===== config.mk =====
export PLATFORM = sky130hd
export DESIGN_NAME = axis_pattern_gen
export DESIGN_NICKNAME = d
export VERILOG_FILES = /design/src/rtl/axis_pattern_gen_pkg.sv /design/src/rtl/lfsr32_step.sv /design/src/rtl/axis_pattern_gen.sv
export SDC_FILE = /design/constraint.sdc
export NUM_CORES = 2
export LEC_CHECK = 0
export BUFFER_PORTS_ARGS = -buffer_cell sky130_fd_sc_hd__buf_2
export CELL_PAD_IN_SITES_DETAIL_PLACEMENT = 1
export CELL_PAD_IN_SITES_GLOBAL_PLACEMENT = 2
export CORE_MARGIN = 2
export CORE_UTILIZATION = 34
export CTS_CLUSTER_DIAMETER = 150
export DETAILED_ROUTE_END_ITERATION = 7
export PLACE_DENSITY = 0.85
export SLEW_MARGIN = 20
export SYNTH_ARGS = -nofsm -noshare
export SYNTH_HDL_FRONTEND = slang
export SYNTH_SLANG_ARGS = --single-unit

===== constraint.sdc =====
create_clock -name clk -period 22.6 [get_ports clk]
set_input_delay 2.26 -clock clk [delete_from_list [all_inputs] [get_ports clk]]
set_output_delay 2.26 -clock clk [all_outputs]
set_load 0.02 [all_outputs]

===== src/rtl/axis_pattern_gen_pkg.sv =====
// Shared definitions for the AXI-Stream pattern generator.
//   state_t    : FSM state encoding (also visible on the debug state output)
//   mode_t     : payload pattern selection
//   LFSR_POLY  : Galois tap mask for x^32 + x^22 + x^2 + x + 1
//   lfsr_seed  : maps a seed to a legal (non-zero) LFSR state
package axis_pattern_gen_pkg;

  typedef enum logic [2:0] {
    ST_IDLE = 3'd0,
    ST_LOAD = 3'd1,
    ST_PKT  = 3'd2,
    ST_GAP  = 3'd3,
    ST_DONE = 3'd4
  } state_t;

  // Encoding 3 is not a distinct pattern; it produces the fixed pattern.
  typedef enum logic [1:0] {
    MODE_FIXED     = 2'd0,
    MODE_INC       = 2'd1,
    MODE_LFSR      = 2'd2,
    MODE_FIXED_ALT = 2'd3
  } mode_t;

  // Right-shifting Galois form: bits 31, 21, 1, 0 carry the x^32, x^22,
  // x^2 and x^1 terms.
  localparam logic [31:0] LFSR_POLY  = 32'h8020_0003;
  localparam logic [31:0] LFSR_RESET = 32'h0000_0001;

  // An all-zero state would lock the LFSR, so a zero seed becomes 1.
  function automatic logic [31:0] lfsr_seed(input logic [31:0] seed);
    return (seed == 32'h0) ? LFSR_RESET : seed;
  endfunction

endpackage


===== src/rtl/lfsr32_step.sv =====
// One step of the 32-bit Galois LFSR. Purely combinational, no storage.
//   i_state : current LFSR state
//   o_next  : state after one shift
module lfsr32_step
  import axis_pattern_gen_pkg::*;
(
  input  logic [31:0] i_state,
  output logic [31:0] o_next
);

  always_comb begin
    o_next = {1'b0, i_state[31:1]};
    if (i_state[0]) begin
      o_next = o_next ^ LFSR_POLY;
    end
  end

endmodule


===== src/rtl/axis_pattern_gen.sv =====
// AXI-Stream pattern generator. On stream_start it latches a run
// configuration and emits pkt_num packets of pkt_bytes bytes each, with
// pkt_gap idle cycles between packets, carrying a fixed, incrementing or
// LFSR payload.
//
// Ports:
//   clk, rst                 : clock, asynchronous active-high reset
//   pkt_dest/gap/num/bytes   : run configuration (latched in LOAD)
//   mode, start_from, inc    : payload pattern, seed and step
//   stream_start/abort       : run control (abort acts at packet boundary)
//   stream_busy/done         : busy level, one-cycle completion pulse
//   pkt_sent                 : packets completed in the current/last run
//   m_axis_*                 : AXI-Stream master
//   o_dbg_state              : current FSM state (state_t encoding)
//
// Handshake: a beat transfers on a rising edge where tvalid & tready are
// both high. tvalid is raised only in PKT and, once raised, stays high with
// tdata/tkeep/tlast/tid/tdest unchanged until that transfer happens.
module axis_pattern_gen
  import axis_pattern_gen_pkg::*;
#(
  parameter int TBYTE_NUM = 16,
  parameter int ID_W      = 5,
  parameter int DEST_W    = 5,
  parameter int CNT_W     = 32
) (
  input  logic                   clk,
  input  logic                   rst,
  input  logic [DEST_W-1:0]      pkt_dest,
  input  logic [CNT_W-1:0]       pkt_gap,
  input  logic [CNT_W-1:0]       pkt_num,
  input  logic [CNT_W-1:0]       pkt_bytes,
  input  logic [1:0]             mode,
  input  logic [TBYTE_NUM*8-1:0] start_from,
  input  logic [TBYTE_NUM*8-1:0] inc,
  input  logic                   stream_start,
  input  logic                   stream_abort,
  output logic                   stream_busy,
  output logic                   stream_done,
  output logic [CNT_W-1:0]       pkt_sent,
  output logic                   m_axis_tvalid,
  input  logic                   m_axis_tready,
  output logic [TBYTE_NUM*8-1:0] m_axis_tdata,
  output logic [TBYTE_NUM-1:0]   m_axis_tkeep,
  output logic                   m_axis_tlast,
  output logic [ID_W-1:0]        m_axis_tid,
  output logic [DEST_W-1:0]      m_axis_tdest,
  output logic [2:0]             o_dbg_state
);

  localparam int DW    = TBYTE_NUM * 8;
  localparam int LANES = (DW + 31) / 32;

  // ---------------------------------------------------------------------
  // Registers
  // ---------------------------------------------------------------------
  state_t               r_state;
  mode_t                r_mode;
  logic [DW-1:0]        r_start;
  logic [DW-1:0]        r_inc;
  logic [CNT_W-1:0]     r_gap;
  logic [CNT_W-1:0]     r_num;
  logic [CNT_W-1:0]     r_beats_m1;
  logic [TBYTE_NUM-1:0] r_last_keep;
  logic [DEST_W-1:0]    r_dest;
  logic [DW-1:0]        r_data;
  logic [31:0]          r_lfsr;
  logic [CNT_W-1:0]     r_beat;
  logic [CNT_W-1:0]     r_gap_cnt;
  logic [CNT_W-1:0]     r_pkt_sent;
  logic [ID_W-1:0]      r_tid;
  logic                 r_abort_pend;

  // ---------------------------------------------------------------------
  // Wires
  // ---------------------------------------------------------------------
  state_t               w_state_nxt;
  logic                 w_tvalid;
  logic                 w_accept;
  logic                 w_last_beat;
  logic                 w_last_pkt;
  logic                 w_pkt_done;
  logic                 w_abort;
  logic [31:0]          w_lfsr_next;
  logic [31:0]          w_seed_src;
  logic [LANES*32-1:0]  w_lfsr_rep;
  logic [DW-1:0]        w_lfsr_lanes;
  logic [CNT_W-1:0]     w_load_quot;
  logic [CNT_W-1:0]     w_load_rem;
  logic [CNT_W-1:0]     w_load_beats_m1;
  logic [TBYTE_NUM-1:0] w_load_keep;

  // ---------------------------------------------------------------------
  // LFSR step and lane replication
  // ---------------------------------------------------------------------
  lfsr32_step u_lfsr_step (
    .i_state (r_lfsr),
    .o_next  (w_lfsr_next)
  );

  assign w_lfsr_rep   = {LANES{r_lfsr}};
  assign w_lfsr_lanes = w_lfsr_rep[DW-1:0];

  // Narrow beats (fewer than 32 bits) seed from a zero-extended start_from.
  generate
    if (DW >= 32) begin : g_seed_wide
      assign w_seed_src = start_from[31:0];
    end else begin : g_seed_narrow
      assign w_seed_src = {{(32-DW){1'b0}}, start_from};
    end
  endgenerate

  // ---------------------------------------------------------------------
  // Packet geometry, computed from the live inputs during LOAD
  // ---------------------------------------------------------------------
  always_comb begin
    w_load_quot = pkt_bytes / CNT_W'(TBYTE_NUM);
    w_load_rem  = pkt_bytes % CNT_W'(TBYTE_NUM);
    // ceil(bytes/TBYTE_NUM) - 1; meaningless when pkt_bytes is zero, but
    // that case never reaches PKT.
    w_load_beats_m1 = (w_load_rem == '0) ? (w_load_quot - CNT_W'(1)) : w_load_quot;
    w_load_keep = '0;
    for (int i = 0; i < TBYTE_NUM; i++) begin
      w_load_keep[i] = (w_load_rem == '0) || (CNT_W'(i) < w_load_rem);
    end
  end

  // ---------------------------------------------------------------------
  // Handshake and boundary decode
  // ---------------------------------------------------------------------
  assign w_tvalid    = (r_state == ST_PKT);
  assign w_accept    = w_tvalid & m_axis_tready;
  assign w_last_beat = (r_beat == r_beats_m1);
  assign w_pkt_done  = w_accept & w_last_beat;
  assign w_last_pkt  = (r_pkt_sent == (r_num - CNT_W'(1)));
  // Abort is remembered once seen so a short pulse mid-packet still ends
  // the run at the next packet boundary.
  assign w_abort     = stream_abort | r_abort_pend;

  // ---------------------------------------------------------------------
  // FSM
  // ---------------------------------------------------------------------
  always_ff @(posedge clk or posedge rst) begin
    if (rst) begin
      r_state <= ST_IDLE;
    end else begin
      r_state <= w_state_nxt;
    end
  end

  always_comb begin
    w_state_nxt = r_state;
    stream_busy = 1'b1;
    stream_done = 1'b0;
    case (r_state)
      ST_IDLE: begin
        stream_busy = 1'b0;
        if (stream_start) begin
          w_state_nxt = ST_LOAD;
        end
      end
      ST_LOAD: begin
        if ((pkt_num == '0) || (pkt_bytes == '0)) begin
          w_state_nxt = ST_DONE;
        end else begin
          w_state_nxt = ST_PKT;
        end
      end
      ST_PKT: begin
        if (w_pkt_done) begin
          if (w_last_pkt || w_abort) begin
            w_state_nxt = ST_DONE;
          end else if (r_gap != '0) begin
            w_state_nxt = ST_GAP;
          end else begin
            w_state_nxt = ST_PKT;
          end
        end
      end
      ST_GAP: begin
        if (w_abort) begin
          w_state_nxt = ST_DONE;
        end else if (r_gap_cnt == '0) begin
          w_state_nxt = ST_PKT;
        end
      end
      ST_DONE: begin
        stream_done = 1'b1;
        w_state_nxt = ST_IDLE;
      end
      default: begin
        w_state_nxt = ST_IDLE;
      end
    endcase
  end

  // ---------------------------------------------------------------------
  // Datapath
  // ---------------------------------------------------------------------
  always_ff @(posedge clk or posedge rst) begin
    if (rst) begin
      r_mode       <= MODE_FIXED;
      r_start      <= '0;
      r_inc        <= '0;
      r_gap        <= '0;
      r_num        <= '0;
      r_beats_m1   <= '0;
      r_last_keep  <= '0;
      r_dest       <= '0;
      r_data       <= '0;
      r_lfsr       <= LFSR_RESET;
      r_beat       <= '0;
      r_gap_cnt    <= '0;
      r_pkt_sent   <= '0;
      r_tid        <= '0;
      r_abort_pend <= 1'b0;
    end else begin
      case (r_state)
        ST_LOAD: begin
          r_mode       <= mode_t'(mode);
          r_start      <= start_from;
          r_inc        <= inc;
          r_gap        <= pkt_gap;
          r_num        <= pkt_num;
          r_beats_m1   <= w_load_beats_m1;
          r_last_keep  <= w_load_keep;
          r_dest       <= pkt_dest;
          r_data       <= start_from;
          r_lfsr       <= lfsr_seed(w_seed_src);
          r_beat       <= '0;
          r_gap_cnt    <= '0;
          r_pkt_sent   <= '0;
          r_tid        <= '0;
          r_abort_pend <= 1'b0;
        end
        ST_PKT: begin
          if (stream_abort) begin
            r_abort_pend <= 1'b1;
          end
          if (w_accept) begin
            // The LFSR runs continuously across packets within a run.
            if (r_mode == MODE_LFSR) begin
              r_lfsr <= w_lfsr_next;
            end
            if (w_last_beat) begin
              r_beat     <= '0;
              r_data     <= r_start;
              r_pkt_sent <= r_pkt_sent + CNT_W'(1);
              r_tid      <= r_tid + ID_W'(1);
              // GAP exits when the counter reads zero, giving pkt_gap cycles.
              r_gap_cnt  <= r_gap - CNT_W'(1);
            end else begin
              r_beat <= r_beat + CNT_W'(1);
              if (r_mode == MODE_INC) begin
                r_data <= r_data + r_inc;
              end
            end
          end
        end
        ST_GAP: begin
          if (r_gap_cnt != '0) begin
            r_gap_cnt <= r_gap_cnt - CNT_W'(1);
          end
        end
        default: begin
        end
      endcase
    end
  end

  // ---------------------------------------------------------------------
  // Outputs: payload qualifiers read zero whenever tvalid is low
  // ---------------------------------------------------------------------
  assign m_axis_tvalid = w_tvalid;
  assign m_axis_tdata  = w_tvalid ? ((r_mode == MODE_LFSR) ? w_lfsr_lanes : r_data) : '0;
  assign m_axis_tkeep  = w_tvalid ? (w_last_beat ? r_last_keep : '1) : '0;
  assign m_axis_tlast  = w_tvalid & w_last_beat;
  assign m_axis_tid    = r_tid;
  assign m_axis_tdest  = r_dest;
  assign pkt_sent      = r_pkt_sent;
  assign o_dbg_state   = r_state;

endmodule


Yosys cells after proc, flatten, opt, wreduce, memory -nomap -nowiden
Cells that the tools add are included.

Multipliers: 0. Bitwise logic cells: 5. Eq/ne operators: 17. Muxes and demuxes: 39. $lt $le $gt $ge: 16. Reductions and logical operators: 35. Add/subtract/negate cells: 8. Div/mod/pow operators: 0. Shift operators: 0.

Operators with widths (number): $mux W128 (5); $mux W32 (12); $pmux W128 S2 (1); $pmux W32 S2 (3); $logic_not A32 Y1 (5); $add A128 B128 Y128 (1); $pmux W32 S3 (1); $sub A32 B1 Y32 const B (3); $add A32 B1 Y32 const B (2); $eq A32 B32 Y1 (2); $reduce_bool A32 Y1 (2); $lt A4 B4 Y1 const A (8); $mux W16 (2); $sub A28 B1 Y29 const B (1); $logic_or A1 B1 Y1 (18); $mux W3 (6); $lt A3 B4 Y1 const A (4); $pmux W3 S4 (1); $reduce_and A3 Y1 (4); $mux W5 (2); $pmux W5 S2 (1); $lt A1 B4 Y1 const A (2); $lt A2 B4 Y1 const A (2); $ne A2 B1 Y1 const B (4); 19 further kinds (28).

Memory bits (writable): 0. Bits in read-only memories: 0. Memories kept: 0. Word-level logic and storage cells: 136. Register bits: 640. Output and inout bits: 193. Bits in latches: 0.

Depth between registers and ports, before layout
Depth after elaboration: 6. Depth in mapped cells: 17. Mapped depth without buffers: 15.

Hierarchy
From an unflattened synthesis, not the netlist that was laid out.

Cells, all modules: 4852. Area, all modules: 39436.6 um^2.

Modules (own cells, without submodules): axis_pattern_gen (seq. area each 15941.5 um^2, area each 39192.6 um^2, cells each 4820, instances 1); lfsr32_step (seq. area each 0.0 um^2, area each 244.0 um^2, cells each 32, instances 1).

Worst setup path after synthesis
No wires, ideal clock.

Kind: in2reg. From: input pkt_bytes[1]. To: register r_state[2] (netlist: o_dbg_state[2]). Arrival time: 4.792 ns. Path slack: 17.728 ns. Cell stages on the path: 12. Library setup time: 0.080 ns. Path buffers: 1. Path through: clkbuf_1 > nor3_2 > nand3b_1 > or3_1 > or4_1 > nand2b_1 > nand2b_1 > or3b_1 > o21a_1 > o22ai_1 > a21oi_1 > nor3_2.

Longest elaborated chain between the ends: 4.

RTL lines: start: declaration (RTL line axis_pattern_gen.sv:32) `input logic [CNT_W-1:0] pkt_bytes,`; $logic_not A32 Y1 (RTL line axis_pattern_gen.sv:163) `if ((pkt_num == '0) || (pkt_bytes == '0)) begin`; $logic_or A1 B1 Y1 (RTL line axis_pattern_gen.sv:163); $mux W3 (RTL line axis_pattern_gen.sv:163); $pmux W3 S4 (RTL line axis_pattern_gen.sv:155) `case (r_state)`; end signal: assignment (RTL line axis_pattern_gen.sv:147) `r_state <= w_state_nxt;`; end: declaration (RTL line axis_pattern_gen.sv:57) `state_t r_state;`.

No other way between the ends. A chain may end at the register's enable or synchronous reset.

Worst setup path in the final report
From: register r_state[1] (netlist: o_dbg_state[1]). To: output m_axis_tdata[112].

Longest elaborated chain between the ends: 2.

RTL lines: $eq A3 B2 Y1 (RTL line axis_pattern_gen.sv:131) `assign w_tvalid = (r_state == ST_PKT);`; $mux W128 (RTL line axis_pattern_gen.sv:275) `assign m_axis_tdata = w_tvalid ? ((r_mode == MODE_LFSR) ? w_lfsr_lanes : r_data) : '0;`; end: declaration (RTL line axis_pattern_gen.sv:43) `output logic [TBYTE_NUM*8-1:0] m_axis_tdata,`.

No other way between the ends.

==> run_summary.xml <==
<?xml version="1.0" encoding="UTF-8"?>
<metrics>
  <group name="synthesis">
    <metric name="yosys-mux-area-fraction" unit="%">1.727</metric>
    <metric name="netlist_top_cells_count" unit="">sky130_fd_sc_hd__nand2_1, sky130_fd_sc_hd__dfrtp_1, sky130_fd_sc_hd__a21oi_1</metric>
    <metric name="syn_area" unit="um^2">39860</metric>
    <metric name="fraction_of_the_mapped_netlist_area_in_simple_logic_gates" unit="%">25.71</metric>
    <metric name="adder_and_majority_gate_portion_of_the_synthesized_area" unit="%">4.225</metric>
    <metric name="synth_cells" unit="">5107</metric>
    <metric name="synth_edf_count" unit="">0</metric>
    <metric name="synth_flop_cell" unit="">sky130_fd_sc_hd__dfrtp_1</metric>
    <metric name="postSynthAreaPerCell" unit="um^2">7.804</metric>
    <metric name="synth_compound_gate_area_share" unit="%">18.93</metric>
    <metric name="synth_largest_type_area_fraction" unit="%">39.93</metric>
    <metric name="seq_area_frac_synth" unit="%">40.00</metric>
    <metric name="synth.lib_cells_used.distinct" unit="">93</metric>
    <metric name="synth.yosys.warnings" unit="">0</metric>
    <metric name="synth_area_leader_cell" unit="">sky130_fd_sc_hd__dfrtp_1</metric>
    <metric name="synthArstFlopShare" unit="%">100.0</metric>
    <metric name="synth_xor_area_share" unit="%">5.889</metric>
    <metric name="synth_area_leaders" unit="">sky130_fd_sc_hd__dfrtp_1, sky130_fd_sc_hd__nand2_1, sky130_fd_sc_hd__a21oi_1, sky130_fd_sc_hd__ha_1, sky130_fd_sc_hd__o21ai_0</metric>
    <metric name="yosys.cell_count.top_type" unit="">sky130_fd_sc_hd__nand2_1</metric>
    <metric name="postSynthNetCount" unit="">5605</metric>
    <metric name="largest_family_of_logic_cells_by_synthesized_area" unit="">simple AND/OR/NAND/NOR gates</metric>
    <metric name="ys_ff_latch" unit="">637</metric>
  </group>
  <group name="power">
    <metric name="switching_power" unit="mW">4.367</metric>
    <metric name="power.density" unit="nW/um^2">181.4</metric>
    <metric name="p_int" unit="mW">4.087</metric>
    <metric name="power.share.sequential" unit="%">26.3</metric>
    <metric name="p_sw_share" unit="%">51.65</metric>
    <metric name="share_clk_of_total_power" unit="%">16.3</metric>
    <metric name="total_power" unit="mW">8.454</metric>
    <metric name="vdd_drop_max" unit="mV">0.1089</metric>
    <metric name="combinationalPowerShare" unit="%">57.4</metric>
    <metric name="total_leakage_power" unit="nW">21.99</metric>
  </group>
  <group name="flow_run">
    <metric name="cap_viol_max_count" unit="">0</metric>
  </group>
  <group name="setup_path">
    <metric name="crit_fanout" unit="">149</metric>
    <metric name="timing.critical_path.depth" unit="">5</metric>
    <metric name="path_cells" unit="">nor2b_1, nand2b_4, buf_12, a21oi_1, buf_2</metric>
    <metric name="critical_path.top_delay_family" unit="">simple AND/OR/NAND/NOR gates</metric>
    <metric name="crit_path_start" unit="">o_dbg_state[1]</metric>
    <metric name="critPathMaxStageDelay" unit="ps">810</metric>
    <metric name="worst_r2r_endpoint" unit="">pkt_sent[26]</metric>
    <metric name="path_class" unit="">flop to primary output</metric>
    <metric name="slowest_cell_on_the_critical_path" unit="">sky130_fd_sc_hd__nor2b_1</metric>
    <metric name="rr_startpoint" unit="">o_dbg_state[1]</metric>
    <metric name="worst_endpoint_data_arrival_time" unit="ps">3940</metric>
    <metric name="worstPathBufferInverterCount" unit="">2</metric>
    <metric name="cp-end-kind" unit="">primary output</metric>
    <metric name="start_kind" unit="">flop</metric>
    <metric name="timing.reg2reg.worst_path_depth" unit="">12</metric>
    <metric name="worst-endpoint-required" unit="ps">20340</metric>
    <metric name="reg2reg_setup_slack" unit="ps">16960</metric>
  </group>
  <group name="clock_tree">
    <metric name="h-tree-depth" unit="">3</metric>
    <metric name="clock_tree_root" unit="">sky130_fd_sc_hd__clkbuf_16</metric>
    <metric name="path_clk_slew" unit="ps">60</metric>
    <metric name="post-cts-setup-buffers" unit="">0</metric>
    <metric name="clock_insertion_delay_worst_skew" unit="ps">680</metric>
    <metric name="clock_sinks" unit="">637</metric>
    <metric name="resized_after_cts" unit="">0</metric>
    <metric name="cts_hold_buffers" unit="">0</metric>
    <metric name="tritoncts.num_buffers" unit="">82</metric>
    <metric name="cts_buffer_depth" unit="">3</metric>
    <metric name="clock_tree_from_tritoncts" unit="">yes</metric>
  </group>
  <group name="route">
    <metric name="route.vias.total" unit="">40290</metric>
    <metric name="detail_route.vias_per_cell" unit="">5.693</metric>
    <metric name="drt_first_pass_iters" unit="">8</metric>
    <metric name="post_drt_wl_per_cell" unit="um">25.20</metric>
    <metric name="drt_wl_total" unit="um">178300</metric>
    <metric name="remaining_drc_errors" unit="">0</metric>
    <metric name="postRouteAntennaNets" unit="">0</metric>
    <metric name="detailedRoute.firstIterationViolations" unit="">3707</metric>
  </group>
  <group name="global_routing">
    <metric name="largest_net_degree_at_the_start_of_global_routing" unit="">203</metric>
    <metric name="first_global_vias" unit="">40290</metric>
    <metric name="sum_of_overflow_across_all_layers_after_global_routing" unit="">0</metric>
    <metric name="antenna_violations_before_repair" unit="">43</metric>
    <metric name="combined_global_route_utilization_of_all_metal_layers" unit="%">28.92</metric>
    <metric name="grt_pass1_wl" unit="um">264600</metric>
  </group>
  <group name="placement">
    <metric name="place_ws" unit="ps">16890</metric>
    <metric name="detailedPlacementHpwl" unit="um">134400</metric>
    <metric name="placed_area" unit="um^2">43780</metric>
    <metric name="placed_cells_incl_taps" unit="">6914</metric>
    <metric name="final_replace_weighted_congestion" unit="">0.9407</metric>
    <metric name="numPortBuffers" unit="">556</metric>
  </group>
  <group name="timing">
    <metric name="maxSlewViolCount" unit="">0</metric>
    <metric name="setup-tns-final" unit="ps">0</metric>
    <metric name="holdWs" unit="ps">472.5</metric>
    <metric name="finalHoldViolations" unit="">0</metric>
    <metric name="rsz0062_at_grt" unit="">no</metric>
    <metric name="clock-skew-final" unit="ps">25.26</metric>
    <metric name="fin_crit_sh" unit="%">27.44</metric>
    <metric name="worst_slew_pin_slew" unit="ps">1122</metric>
    <metric name="timing.final.setup_violations" unit="">0</metric>
    <metric name="max_slew_margin" unit="%">25.02</metric>
    <metric name="max_clock_freq" unit="MHz">161.3</metric>
    <metric name="post-route-min-period" unit="ps">6201</metric>
    <metric name="setup_ws" unit="ps">16400</metric>
  </group>
  <group name="die">
    <metric name="die-height" unit="um">346.4</metric>
    <metric name="num_rows" unit="">125</metric>
    <metric name="fp.dieW" unit="um">346.4</metric>
    <metric name="floorplan.die_area" unit="um^2">120000</metric>
    <metric name="num_io_pins" unit="">557</metric>
    <metric name="core" unit="um^2">116200</metric>
    <metric name="floorplan.initialDensity" unit="%">34.30</metric>
  </group>
  <group name="worst_hold_path">
    <metric name="class_of_the_tightest_hold_or_removal_check" unit="">flop to flop</metric>
    <metric name="hp-start" unit="">m_axis_tdest[2]</metric>
    <metric name="min_to" unit="">m_axis_tdest[2]</metric>
    <metric name="min_path_cells" unit="">2</metric>
  </group>
  <group name="cells_and_area">
    <metric name="layout.cells.non_filler" unit="">7076</metric>
    <metric name="final_net_count" unit="">5972</metric>
    <metric name="postLayoutCoreUtil" unit="%">40.11</metric>
    <metric name="syn2layout_area_growth" unit="%">16.93</metric>
    <metric name="final_layout_size_suffix_gt1_share" unit="%">14.35</metric>
    <metric name="design_area" unit="um^2">46600</metric>
  </group>
  <group name="run_status">
    <metric name="status" unit="">completed</metric>
  </group>
</metrics>
[per-layer routing]
metal	GRT usage [%]	part of all wire [%]	vias to the layer above	wire (um)
met5	0	0.11	-	190
met4	8.769	3.2	30	5760
met3	4.909	7.1	241	12740
met2	46.02	45	1351	81000
met1	40.06	44	20170	78630
li1	-	-	18500	-
[worst min-delay path, cell delays in order, from the launching register on]
cell and delay (ps):
sky130_fd_sc_hd__dfrtp_1 330, sky130_fd_sc_hd__nand2_1 50, sky130_fd_sc_hd__nand2_1 60
[layout make-up]
cell class | instances | area [um^2]
antenna | 12 | 30.03
fill | 14210 | 69600
clock buffer | 113 | 2341
timing repair buffer | 592 | 3090
tap | 1524 | 1907
inverter | 59 | 229.0
clock inverter | 37 | 454.2
sequential | 637 | 15940
multi-input combinational | 4102 | 22610
[state kept, by name, indices dropped and copies added, names as in the netlist, 3 cells and up]
register      flops
r_data          128
m_axis_tid        5
r_gap_cnt        32
r_inc           128
r_num            32
r_start         128
r_last_keep      16
pkt_sent         32
o_dbg_state       3
r_beat           32
r_gap            32
r_beats_m1       29
r_lfsr           32
m_axis_tdest      5
[placed cells by master, fill, tap and decap left out, drive strengths merged, types with 13 or more instances in the layout]
| cell | count |
|---|---|
| a21o | 57 |
| a21oi | 417 |
| a221oi | 59 |
| a222oi | 70 |
| a31oi | 34 |
| and3 | 25 |
| buf | 592 |
| clkbuf | 113 |
| clkinv | 14 |
| dfrtp | 636 |
| ha | 133 |
| inv | 66 |
| mux2 | 14 |
| mux2i | 53 |
| nand2 | 1586 |
| nand2b | 16 |
| nand3 | 62 |
| nand4 | 87 |
| nor2 | 341 |
| nor2b | 46 |
| nor3 | 97 |
| nor4 | 58 |
| o211ai | 13 |
| o21a | 28 |
| o21ai | 348 |
| o21bai | 31 |
| o22ai | 54 |
| o31ai | 18 |
| or3 | 33 |
| xnor2 | 163 |
| xor2 | 105 |
[cell families (layout without fill, tap and decap cells)]
logic type,Yosys count,in the layout
buf+inv,368,801
compound gates,1218,1218
other cells,0,12
flops,637,637
mux,67,67
xor+xnor,268,268
simple gates,2415,2415
fa+ha+maj,134,134
[power groups by stage]
stage | sequential [mW] | clock (mW) | combinational, mW
2_1_floorplan | 1.96 | 0 | 3.38
3_3_place_gp | 2.21 | 0 | 4.71
5_1_grt | 2.27 | 1.45 | 5.32
3_5_place_dp | 2.22 | 0 | 4.78
4_1_cts | 2.21 | 1.40 | 4.82
6_report | 2.22 | 1.38 | 4.85
[worst max-delay path by stage]
stage,to,slack (ps)
after floorplan,m_axis_tdest[0],2500
after global placement,o_dbg_state[2],17130
after detailed placement,pkt_sent[26],16890
after CTS,m_axis_tdata[112],16310
after global routing,m_axis_tdata[112],16190
final,m_axis_tdata[112],16400
No activity file was read; power rests on OpenSTA's default activity.
